**src/rtl/alu_req_sched_if.sv**
```systemverilog
// Request/response bundle of alu_req_sched: two requesters on one side, the
// serial ALU link (sin/sout) and the response strobe on the other.
//
// Handshake: a requester raises its req_valid bit with operands stable and
// holds them until its req_ready bit has been high for one cycle (the grant);
// it may drop valid in the cycle after. rsp_valid is a one-cycle strobe with no
// back-pressure, and every rsp_* field reads zero whenever rsp_valid is low.
interface alu_req_sched_if;
  logic [1:0]  req_valid;
  logic [1:0]  req_ready;
  logic [63:0] req_a;
  logic [63:0] req_b;
  logic [5:0]  req_op;
  logic        sin;
  logic        sout;
  logic        rsp_valid;
  logic        rsp_id;
  logic [31:0] rsp_c;
  logic [3:0]  rsp_flags;
  logic        rsp_err;
  logic [5:0]  rsp_err_flags;
  logic        rsp_timeout;

  modport master (
    output req_valid, req_a, req_b, req_op, sout,
    input  req_ready, sin, rsp_valid, rsp_id, rsp_c, rsp_flags,
           rsp_err, rsp_err_flags, rsp_timeout
  );

  modport slave (
    input  req_valid, req_a, req_b, req_op, sout,
    output req_ready, sin, rsp_valid, rsp_id, rsp_c, rsp_flags,
           rsp_err, rsp_err_flags, rsp_timeout
  );
endinterface

```
**src/rtl/alu_req_sched.sv**
```systemverilog
// Two-requester round-robin scheduler in front of a bit-serial ALU.
// Define ALU_SCHED_TIMEOUT_EN to add the response watchdog (rsp_timeout).
module alu_req_sched #(
  parameter int TIMEOUT_CYCLES = 4096,
  parameter int GAP_CYCLES     = 16
) (
  input  logic           clk,
  input  logic           rst_n,
  alu_req_sched_if.slave bus,
  output logic [2:0]     o_dbg_state
);

  typedef enum logic [2:0] {IDLE, SEND, WAIT_RSP, RECV, DONE, GAP} state_t;

  localparam int CNT_MAX = (TIMEOUT_CYCLES > GAP_CYCLES) ? TIMEOUT_CYCLES : GAP_CYCLES;
  localparam int CW      = $clog2(CNT_MAX + 1);

  state_t        r_state;
  state_t        w_next;
  logic          r_last;
  logic [31:0]   r_a;
  logic [31:0]   r_b;
  logic [2:0]    r_op;
  logic [3:0]    r_crc;
  logic [3:0]    r_frame;
  logic [3:0]    r_bit;
  logic [8:0]    r_rx;
  logic [31:0]   r_c;
  logic [2:0]    r_dcnt;
  logic [CW-1:0] r_cnt;
  logic [31:0]   r_rsp_c;
  logic [3:0]    r_rsp_flags;
  logic          r_rsp_err;
  logic [5:0]    r_rsp_err_flags;

  logic          w_any;
  logic          w_sel;
  logic [1:0]    w_grant;
  logic [31:0]   w_a;
  logic [31:0]   w_b;
  logic [2:0]    w_op;
  logic [7:0]    w_tx_byte;
  logic [2:0]    w_bidx;
  logic          w_sin;
  logic          w_rx_end;
  logic          w_tmo_hit;
  logic          w_done;

  // x^4+x+1, MSB first, zero seed
  function automatic logic [3:0] crc4(input logic [67:0] v);
    logic [3:0] c;
    logic       fb;
    c = '0;
    for (int i = 67; i >= 0; i--) begin
      fb = c[3] ^ v[i];
      c  = {c[2:0], 1'b0} ^ (fb ? 4'b0011 : 4'b0000);
    end
    return c;
  endfunction

  assign w_any   = |bus.req_valid;
  assign w_sel   = (&bus.req_valid) ? ~r_last : bus.req_valid[1];
  assign w_grant = (r_state == IDLE && w_any && rst_n) ? (w_sel ? 2'b10 : 2'b01) : 2'b00;
  assign w_a     = w_sel ? bus.req_a[63:32] : bus.req_a[31:0];
  assign w_b     = w_sel ? bus.req_b[63:32] : bus.req_b[31:0];
  assign w_op    = w_sel ? bus.req_op[5:3]  : bus.req_op[2:0];
  assign w_bidx  = 3'(4'd9 - r_bit);

`ifdef ALU_SCHED_TIMEOUT_EN
  assign w_tmo_hit = (r_cnt == CW'(TIMEOUT_CYCLES - 1));
`else
  assign w_tmo_hit = 1'b0;
`endif

  always_comb begin
    w_tx_byte = 8'h00;
    case (r_frame)
      4'd0:    w_tx_byte = r_b[31:24];
      4'd1:    w_tx_byte = r_b[23:16];
      4'd2:    w_tx_byte = r_b[15:8];
      4'd3:    w_tx_byte = r_b[7:0];
      4'd4:    w_tx_byte = r_a[31:24];
      4'd5:    w_tx_byte = r_a[23:16];
      4'd6:    w_tx_byte = r_a[15:8];
      4'd7:    w_tx_byte = r_a[7:0];
      default: w_tx_byte = {1'b0, r_op, r_crc};
    endcase
  end

  // Reception ends on a control frame or on a broken stop bit.
  assign w_rx_end = (r_state == RECV) && (r_bit == 4'd10) && (!bus.sout || r_rx[8]);

  always_comb begin
    w_next = r_state;
    w_sin  = 1'b1;
    case (r_state)
      IDLE:     if (w_any) w_next = SEND;
      SEND: begin
        case (r_bit)
          4'd0:    w_sin = 1'b0;
          4'd1:    w_sin = (r_frame == 4'd8);
          4'd10:   w_sin = 1'b1;
          default: w_sin = w_tx_byte[w_bidx];
        endcase
        if (r_frame == 4'd8 && r_bit == 4'd10) w_next = WAIT_RSP;
      end
      WAIT_RSP: begin
        if (!bus.sout)     w_next = RECV;
        else if (w_tmo_hit) w_next = DONE;
      end
      RECV: begin
        if (w_rx_end)       w_next = DONE;
        else if (w_tmo_hit) w_next = DONE;
      end
      DONE:     w_next = GAP;
      GAP:      if (r_cnt == CW'(GAP_CYCLES - 1)) w_next = IDLE;
      default:  w_next = IDLE;
    endcase
  end

  always_ff @(posedge clk or negedge rst_n) begin
    if (!rst_n) r_state <= IDLE;
    else        r_state <= w_next;
  end

  always_ff @(posedge clk or negedge rst_n) begin
    if (!rst_n) begin
      r_last          <= 1'b1;
      r_a             <= '0;
      r_b             <= '0;
      r_op            <= '0;
      r_crc           <= '0;
      r_frame         <= '0;
      r_bit           <= '0;
      r_rx            <= '0;
      r_c             <= '0;
      r_dcnt          <= '0;
      r_cnt           <= '0;
      r_rsp_c         <= '0;
      r_rsp_flags     <= '0;
      r_rsp_err       <= 1'b0;
      r_rsp_err_flags <= '0;
    end else begin
      case (r_state)
        IDLE: if (w_any) begin
          r_last          <= w_sel;
          r_a             <= w_a;
          r_b             <= w_b;
          r_op            <= w_op;
          r_crc           <= crc4({w_b, w_a, 1'b1, w_op});
          r_frame         <= '0;
          r_bit           <= '0;
          r_c             <= '0;
          r_dcnt          <= '0;
          r_rsp_c         <= '0;
          r_rsp_flags     <= '0;
          r_rsp_err       <= 1'b0;
          r_rsp_err_flags <= '0;
        end
        SEND: begin
          if (r_bit == 4'd10) begin
            r_bit   <= '0;
            r_frame <= r_frame + 4'd1;
          end else begin
            r_bit <= r_bit + 4'd1;
          end
        end
        WAIT_RSP: if (!bus.sout) r_bit <= 4'd1;
        RECV: begin
          if (r_bit == 4'd0) begin
            if (!bus.sout) r_bit <= 4'd1;
          end else if (r_bit != 4'd10) begin
            r_rx  <= {r_rx[7:0], bus.sout};
            r_bit <= r_bit + 4'd1;
          end else begin
            // r_rx = {type, payload[7:0]}; sout is the stop bit
            r_bit <= '0;
            if (!bus.sout) begin
              r_rsp_err <= 1'b1;
            end else if (!r_rx[8]) begin
              r_c <= {r_c[23:0], r_rx[7:0]};
              if (r_dcnt != 3'd4) r_dcnt <= r_dcnt + 3'd1;
            end else if (r_rx[7]) begin
              r_rsp_err       <= 1'b1;
              r_rsp_err_flags <= r_rx[6:1];
            end else if (r_dcnt < 3'd4) begin
              r_rsp_err <= 1'b1;
            end else begin
              r_rsp_c     <= r_c;
              r_rsp_flags <= r_rx[6:3];
            end
          end
        end
        DONE:    r_cnt <= '0;
        GAP:     r_cnt <= r_cnt + 1'b1;
        default: ;
      endcase
`ifdef ALU_SCHED_TIMEOUT_EN
      // Watchdog counts cycles elapsed since the final stop bit went out.
      if (r_state == SEND && w_next == WAIT_RSP)
        r_cnt <= CW'(1);
      else if (r_state == WAIT_RSP || r_state == RECV)
        r_cnt <= r_cnt + 1'b1;
`endif
    end
  end

`ifdef ALU_SCHED_TIMEOUT_EN
  logic r_rsp_to;

  always_ff @(posedge clk or negedge rst_n) begin
    if (!rst_n)
      r_rsp_to <= 1'b0;
    else if (r_state == IDLE && w_any)
      r_rsp_to <= 1'b0;
    else if ((r_state == WAIT_RSP || r_state == RECV) && w_next == DONE && !w_rx_end)
      r_rsp_to <= 1'b1;
  end
`endif

  assign w_done            = (r_state == DONE);
  assign bus.req_ready     = w_grant;
  assign bus.sin           = w_sin;
  assign bus.rsp_valid     = w_done;
  assign bus.rsp_id        = w_done & r_last;
  assign bus.rsp_c         = w_done ? r_rsp_c : '0;
  assign bus.rsp_flags     = w_done ? r_rsp_flags : '0;
  assign bus.rsp_err       = w_done & r_rsp_err;
  assign bus.rsp_err_flags = w_done ? r_rsp_err_flags : '0;
`ifdef ALU_SCHED_TIMEOUT_EN
  assign bus.rsp_timeout   = w_done & r_rsp_to;
`else
  assign bus.rsp_timeout   = 1'b0;
`endif
  assign o_dbg_state       = r_state;

endmodule

```
**src/flat_wrapper.sv**
```systemverilog
// flat-port wrapper written by rule: the top's interface ports become plain ports
module alu_req_sched_flat 
#(
  parameter int TIMEOUT_CYCLES = 4096,
  parameter int GAP_CYCLES     = 16
)
  (clk, rst_n, o_dbg_state, bus_req_valid, bus_req_a, bus_req_b, bus_req_op, bus_sout, bus_req_ready, bus_sin, bus_rsp_valid, bus_rsp_id, bus_rsp_c, bus_rsp_flags, bus_rsp_err, bus_rsp_err_flags, bus_rsp_timeout);
  alu_req_sched_if bus_i ();
  input  logic clk;
  input  logic rst_n;
  output logic [2:0] o_dbg_state;
  input wire logic [$bits(bus_i.req_valid)-1:0] bus_req_valid;
  input wire logic [$bits(bus_i.req_a)-1:0] bus_req_a;
  input wire logic [$bits(bus_i.req_b)-1:0] bus_req_b;
  input wire logic [$bits(bus_i.req_op)-1:0] bus_req_op;
  input wire logic [$bits(bus_i.sout)-1:0] bus_sout;
  output wire logic [$bits(bus_i.req_ready)-1:0] bus_req_ready;
  output wire logic [$bits(bus_i.sin)-1:0] bus_sin;
  output wire logic [$bits(bus_i.rsp_valid)-1:0] bus_rsp_valid;
  output wire logic [$bits(bus_i.rsp_id)-1:0] bus_rsp_id;
  output wire logic [$bits(bus_i.rsp_c)-1:0] bus_rsp_c;
  output wire logic [$bits(bus_i.rsp_flags)-1:0] bus_rsp_flags;
  output wire logic [$bits(bus_i.rsp_err)-1:0] bus_rsp_err;
  output wire logic [$bits(bus_i.rsp_err_flags)-1:0] bus_rsp_err_flags;
  output wire logic [$bits(bus_i.rsp_timeout)-1:0] bus_rsp_timeout;
  assign bus_i.req_valid = bus_req_valid;
  assign bus_i.req_a = bus_req_a;
  assign bus_i.req_b = bus_req_b;
  assign bus_i.req_op = bus_req_op;
  assign bus_i.sout = bus_sout;
  assign bus_req_ready = bus_i.req_ready;
  assign bus_sin = bus_i.sin;
  assign bus_rsp_valid = bus_i.rsp_valid;
  assign bus_rsp_id = bus_i.rsp_id;
  assign bus_rsp_c = bus_i.rsp_c;
  assign bus_rsp_flags = bus_i.rsp_flags;
  assign bus_rsp_err = bus_i.rsp_err;
  assign bus_rsp_err_flags = bus_i.rsp_err_flags;
  assign bus_rsp_timeout = bus_i.rsp_timeout;
  alu_req_sched #(.TIMEOUT_CYCLES(TIMEOUT_CYCLES), .GAP_CYCLES(GAP_CYCLES)) u_core (.clk(clk), .rst_n(rst_n), .bus(bus_i), .o_dbg_state(o_dbg_state));
endmodule
```
**config.mk**
```make
export PLATFORM = sky130hd
export DESIGN_NAME = alu_req_sched_flat
export DESIGN_NICKNAME = d
export VERILOG_FILES = /design/src/rtl/alu_req_sched_if.sv /design/src/rtl/alu_req_sched.sv /design/src/flat_wrapper.sv
export SDC_FILE = /design/constraint.sdc
export NUM_CORES = 1
export LEC_CHECK = 0
export ABC_AREA = 1
export CORE_ASPECT_RATIO = 1.1
export CORE_UTILIZATION = 50
export CTS_BUF_LIST = sky130_fd_sc_hd__clkbuf_8 sky130_fd_sc_hd__clkbuf_16
export CTS_CLUSTER_DIAMETER = 150
export DETAILED_ROUTE_END_ITERATION = 10
export PLACE_DENSITY_LB_ADDON = 0.1
export REMOVE_ABC_BUFFERS = 1
export SYNTH_ARGS = -nofsm -noshare
export SYNTH_HDL_FRONTEND = slang
export SYNTH_SLANG_ARGS = --single-unit
```
**constraint.sdc**
```tcl
create_clock -name clk -period 10.6 [get_ports clk]
set_input_delay 2.12 -clock clk [delete_from_list [all_inputs] [get_ports clk]]
set_output_delay 2.12 -clock clk [all_outputs]
set_load 0.005 [all_outputs]
```
==> Yosys cells after proc, flatten, opt, wreduce, memory -nomap -nowiden <==
Index checks and enable logic that the tools add are counted.
{ "classes": {"reduce_logical": 26, "n_bitwise": 137, "eq_ne": 35, "n_mux": 139, "order_cmp": 2, "add_sub_neg": 5} }
{ "op_table": {"columns": ["op", "count"], "rows": [
  ["two-way mux 32 bit", 14],
  ["XOR 4 bit", 67],
  ["two-way mux 2 bit", 70],
  ["case mux 32 bit (2 select lines)", 2],
  ["XOR 1 bit", 65],
  ["case mux 8 bit (8 select lines)", 1],
  ["two-way mux 4 bit", 13],
  ["two-way mux 6 bit", 7],
  ["two-way mux 3 bit", 12],
  ["case mux 13 bit (2 select lines)", 1],
  ["case mux 3 bit (6 select lines)", 1],
  ["== test 4 x 3 -> 1 bit (second input constant)", 4],
  ["inequality test 2 bit (second input constant)", 8],
  ["case mux 4 bit (2 select lines)", 2],
  ["case mux 4 bit (4 select lines)", 1],
  ["inequality test 2 x 1 -> 1 bit (second input constant)", 7],
  ["AND reduction 7 bit", 2],
  ["adder 13 x 1 -> 13 bit (second input constant)", 1],
  ["== test 13 x 4 -> 1 bit (second input constant)", 1],
  ["case mux 6 bit (2 select lines)", 1],
  ["AND reduction 6 bit", 2],
  ["two-way mux 1 bit", 10],
  ["adder 4 x 1 -> 4 bit (second input constant)", 2],
  ["== test 4 x 1 -> 1 bit (second input constant)", 2],
  ["32 further kinds", 48]
]} }
{ "word_totals": {"elab_cells": 360, "inputBits": 139, "register_bits": 183, "out_inout_bits": 52} }

==> Longest topological paths before layout <==
{ "depth": {"ltp_word": 203, "depth_mapped": 79, "mapped_depth_nobuf": 78} }

==> Worst setup path before layout <==
No wires, ideal clock.
{ "synth_path": {"path_kind": "in2reg", "from": "in bus_req_valid[1]", "to": "reg u_core.r_crc[3]", "arrival_ps": 7434, "slack_ps": 3049, "setup_ps": 117, "t_required_ps": 10483, "stages": 72, "n_path_buf": 2, "path_cell_list": "buf_4 > nand2_8 > buf_12 > nand2_2 > nand2_2 > nand2_1 > nand3_2 > nand2_2 > nand2_2 > nand2_1 > nand2_1 > nand3_1 > nand2_1 > nand2_1 > nand2_1 > inv_1 > nand2_2 > nand2_2 > [36 not listed] > nand2_1 > nand2_1 > nand2_2 > nand2_2 > nand2_2 > nand2_2 > nand2_1 > nand2_1 > nand2_2 > nand2_1 > nand2_1 > nand2_1 > inv_1 > nand2_1 > nand2_2 > or2_1 > nand3_1 > nand2_1"} }
{ "synth_between": {"elab_chain_len": 114, "elab_cells_between_ends": 202} }
{ "synth_rtl": {"columns": ["item", "line_no", "text"], "rows": [
  ["start, declared", "flat_wrapper.sv:12", "input wire logic [$bits(bus_i.req_valid)-1:0] bus_req_valid;"],
  ["AND reduction 2 bit", "alu_req_sched.sv:62", "assign w_sel = (&bus.req_valid) ? ~r_last : bus.req_valid[1];"],
  ["two-way mux 1 bit", "alu_req_sched.sv:62", null],
  ["two-way mux 32 bit", "alu_req_sched.sv:65", "assign w_b = w_sel ? bus.req_b[63:32] : bus.req_b[31:0];"],
  ["XOR 1 bit", "alu_req_sched.sv:55", "fb = c[3] ^ v[i];"],
  ["two-way mux 2 bit", "alu_req_sched.sv:56", "c = {c[2:0], 1'b0} ^ (fb ? 4'b0011 : 4'b0000);"],
  ["XOR 4 bit (3 in series)", "alu_req_sched.sv:56", null],
  ["XOR 1 bit or XOR 4 bit (tied branches)", "alu_req_sched.sv:55, alu_req_sched.sv:56", null],
  ["two-way mux 2 bit or XOR 1 bit (tied branches)", "alu_req_sched.sv:56, alu_req_sched.sv:55", null],
  ["[91 not listed]", null, null],
  ["XOR 4 bit (2 in series)", "alu_req_sched.sv:56", null],
  ["XOR 1 bit or XOR 4 bit (tied branches)", "alu_req_sched.sv:55, alu_req_sched.sv:56", null],
  ["two-way mux 2 bit or XOR 1 bit (tied branches)", "alu_req_sched.sv:56, alu_req_sched.sv:55", null],
  ["XOR 4 bit or two-way mux 2 bit (tied branches)", "alu_req_sched.sv:56", null],
  ["XOR 4 bit (3 in series)", "alu_req_sched.sv:56", null],
  ["XOR 1 bit", "alu_req_sched.sv:55", null],
  ["two-way mux 2 bit", "alu_req_sched.sv:56", null],
  ["XOR 4 bit (3 in series)", "alu_req_sched.sv:56", null],
  ["end signal, assigned", "alu_req_sched.sv:150", "r_crc <= crc4({w_b, w_a, 1'b1, w_op});"],
  ["end, declared", "alu_req_sched.sv:24", "logic [3:0] r_crc;"]
]} }
Parallel ways exist; a longest one is shown, timed or not.
A chain may end at the register's enable or synchronous reset.

==> Final worst setup path <==
Ends and elaborated chain as after synthesis.

==> impl_metrics.env <==
export IMPL_status="complete, but fails checks"
export IMPL_violations="DRC"
export IMPL_grt_pass1_vias=11400
export IMPL_gp_congestion=0.861
export IMPL_area_growth_pct=22.0
export IMPL_drt_total_wl_mm=29.9
export IMPL_finalHoldViolCount=0
export IMPL_crit_path_frequent_cell="nand2_1"
export IMPL_die_h_um=167
export IMPL_firstDrtPassIters=8
export IMPL_period_share_pct=85.0
export IMPL_hold_buffers=0
export IMPL_ant_nets=0
export IMPL_yosys_warnings=0
export IMPL_hp_class="flop to flop"
export IMPL_port_buffers=189
export IMPL_layout_drive_gt1_share_pct=13.0
export IMPL_worstSetupStartpointType="input pin"
export IMPL_grt_max_degree=100
export IMPL_synthArstFlopShare_pct=100
export IMPL_antenna_found_initial=0
export IMPL_relSlewSlack_pct=26.7
export IMPL_setup_viol=0
export IMPL_rows=60
export IMPL_skew_ns=0.0134
export IMPL_htree_levels=4
export IMPL_worstSetupPathType="input pin to flop"
export IMPL_num_vias=11800
export IMPL_cp_slowest_cell="clkdlybuf4s50_1"
export IMPL_cts_buffer_depth=2
export IMPL_fmax_mhz=111
export IMPL_die_area_mm2=0.0254
export IMPL_yosysTopAreaCell="dfrtp_1"
export IMPL_fin_cells=2312
export IMPL_required_ns=10.93
export IMPL_cp_max_fo=61
export IMPL_dp_final_hpwl_mm=22.6
export IMPL_synth_area_mm2=0.0124
export IMPL_dp_cells=2280
export IMPL_antenna_cells=0
export IMPL_synth_top_area_share_pct=36.7
export IMPL_synth_top_cells_by_area="dfrtp_1, nand2_1, o21ai_0, inv_1, nand3_1"
export IMPL_ios=191
export IMPL_crit_path_end_kind="flop"
export IMPL_ys_seq_elements=183
export IMPL_track_usage_pct=24.6
export IMPL_preCtsSetupSlack_ns=1.17
export IMPL_cts_tree="done"
export IMPL_slew_viol_final=0
export IMPL_gr_total_overflow=0
export IMPL_fin_crit_ns=9.01
export IMPL_cap_violations=0
export IMPL_cts_resized_gates=0
export IMPL_viasPerCell=5.11
export IMPL_worst_path_buf_inv=6
export IMPL_rsz0062_at_grt="false"
export IMPL_avgSynthCellArea_um2=6.78
export IMPL_placed_area_mm2=0.0145
export IMPL_drt_iter0_markers=634
export IMPL_ys_flop_type="dfrtp_1"
export IMPL_worst_slew_pin_transition_ns=1.10
export IMPL_start_util_pct=50.8
export IMPL_wire_per_inst_um=12.9
export IMPL_finalNetCount=2136
export IMPL_slowest_delay_ns=0.77
export IMPL_cts_root_buffer="clkbuf_16"
export IMPL_layout_setup_ws_ns=1.59
export IMPL_yosysSeqAreaShare_pct=37.0
export IMPL_core_area_mm2=0.0244
export IMPL_tns_ns=0
export IMPL_grt_pass1_wl_mm=52.0
export IMPL_clock_latency_ns=0.45
export IMPL_postCtsSetupRepairBufs=0
export IMPL_clkSinkCount=183
export IMPL_drcViolationCount=16
export IMPL_die_w_um=152
export IMPL_cp_data_arrival_time_ns=9.34
export IMPL_synth_edf_count=0
export IMPL_synth_cells=1827
export IMPL_stdcell_area_mm2=0.0151
export IMPL_cts_buffers=17
export IMPL_critPathTopFamily="simple AND/OR/NAND/NOR gates"
export IMPL_ys_types=49
export IMPL_clk_pin_slew_worst_paths_ns=0.08
-- logic make-up (layout without fill, tap and decap cells) --
group | Yosys count | in the layout | synth area share, %
XOR/XNOR | 11 | 11 | 0.838
AO/OA/AOI/OAI | 300 | 300 | 13.1
adder cells (fa/ha/maj) | 8 | 8 | 0.808
AND/OR/NAND/NOR | 986 | 986 | 37.4
buffers and inverters | 336 | 511 | 10.7
multiplexers | 2 | 2 | 0.162
flip-flops | 183 | 183 | 37.0
other | 1 | 1 | 0.0303
-- area by class of cell --
class                           count  area [um^2]
Clock inverter                     15          190
Tap cell                          310          388
Clock buffer                       17          425
Multi-Input combinational cell   1308         6510
Inverter                          280         1050
Sequential cell                   183         4580
Fill cell                        2282         9280
Timing Repair Buffer              199         1970
-- cell usage in the layout (no fill, tap or decap), types with 17 or more instances in the layout --
master and count:
nand3_1 179, o21ai_0 216, nand3_2 20, a21oi_1 25
clkbuf_16 17, o22ai_1 29, nand2_1 462, clkdlybuf4s50_1 188
inv_1 264, nor2_1 115, nand2_2 104, or2_2 52
dfrtp_1 182
-- sequential cells by signal, indices dropped and copies added (netlist names), 4 cells and up --
register	flops
u_core.r_frame	4
u_core.r_rsp_err_flags	6
u_core.r_c	32
u_core.r_b	32
u_core.r_cnt	13
u_core.r_a	32
u_core.r_rsp_flags	4
u_core.r_crc	4
u_core.r_rsp_c	32
u_core.r_rx	9
u_core.r_bit	4
-- metrics by stage --
step	hold WS, ns	utilization, %
after global placement	0.457	59.4
after global routing	0.500	62.0
final	0.476	62.0
after detailed placement	0.459	59.4
after CTS	0.479	62.0
after floorplan	0.443	-
-- Yosys cell counts (2+ instances only) --
master	instances
inv_1	263
mux2i_1	2
ha_1	8
nor2_2	3
nor4_1	4
o41ai_1	2
xor2_1	10
nand4_1	4
nand3_1	179
clkbuf_1	43
or2_1	7
o22ai_1	29
nor3_1	13
o21ai_2	5
o21ai_1	5
a21oi_1	26
or2_2	52
nand3b_1	9
inv_2	15
nand3_2	20
buf_4	8
o2111ai_1	4
nand2_2	104
nand2_4	10
nor2_1	116
a221oi_1	4
buf_6	2
o21ai_0	216
nand2_1	462
dfrtp_1	182
o211ai_1	2
-- worst paths after layout --
check                                           start                           to  cells past startpoint  slack (ns)
hold reg to reg            u_core.r_c[28]$_DFFE_PN0P_   u_core.r_c[28]$_DFFE_PN0P_                      2        0.48
setup / recovery                     bus_req_valid[1]  u_core.r_crc[3]$_DFFE_PN0P_                     69        1.59
hold / removal             u_core.r_c[28]$_DFFE_PN0P_   u_core.r_c[28]$_DFFE_PN0P_                      2        0.48
setup reg to reg            u_core.r_last$_DFFE_PN1P_  u_core.r_crc[3]$_DFFE_PN0P_                     69        3.57
max in group asynchronous                       rst_n    u_core.r_a[2]$_DFFE_PN0P_                      2        7.62
min in group asynchronous                       rst_n   u_core.r_c[19]$_DFFE_PN0P_                      1        1.61
-- layer usage --
metal / track usage, % / share of wire (%) / up-vias
met5: 0 / 0 / -
met4: 7.36 / 1.7 / 0
met3: 2.67 / 2.9 / 39
met2: 44.9 / 51 / 225
met1: 30.4 / 45 / 5427
li1: - / - / 6130
-- worst reg2reg max path, delay by kind of cell, from the launching register on --
kind | cells | cell delay, ns
AND/OR/NAND/NOR | 64 | 5.91
flip-flops | 1 | 0.39
buffers and inverters | 5 | 0.63
Power is left out: the tool's default activity adds up to more than one toggle a clock period on the data nets, which glitch-free logic cannot reach.
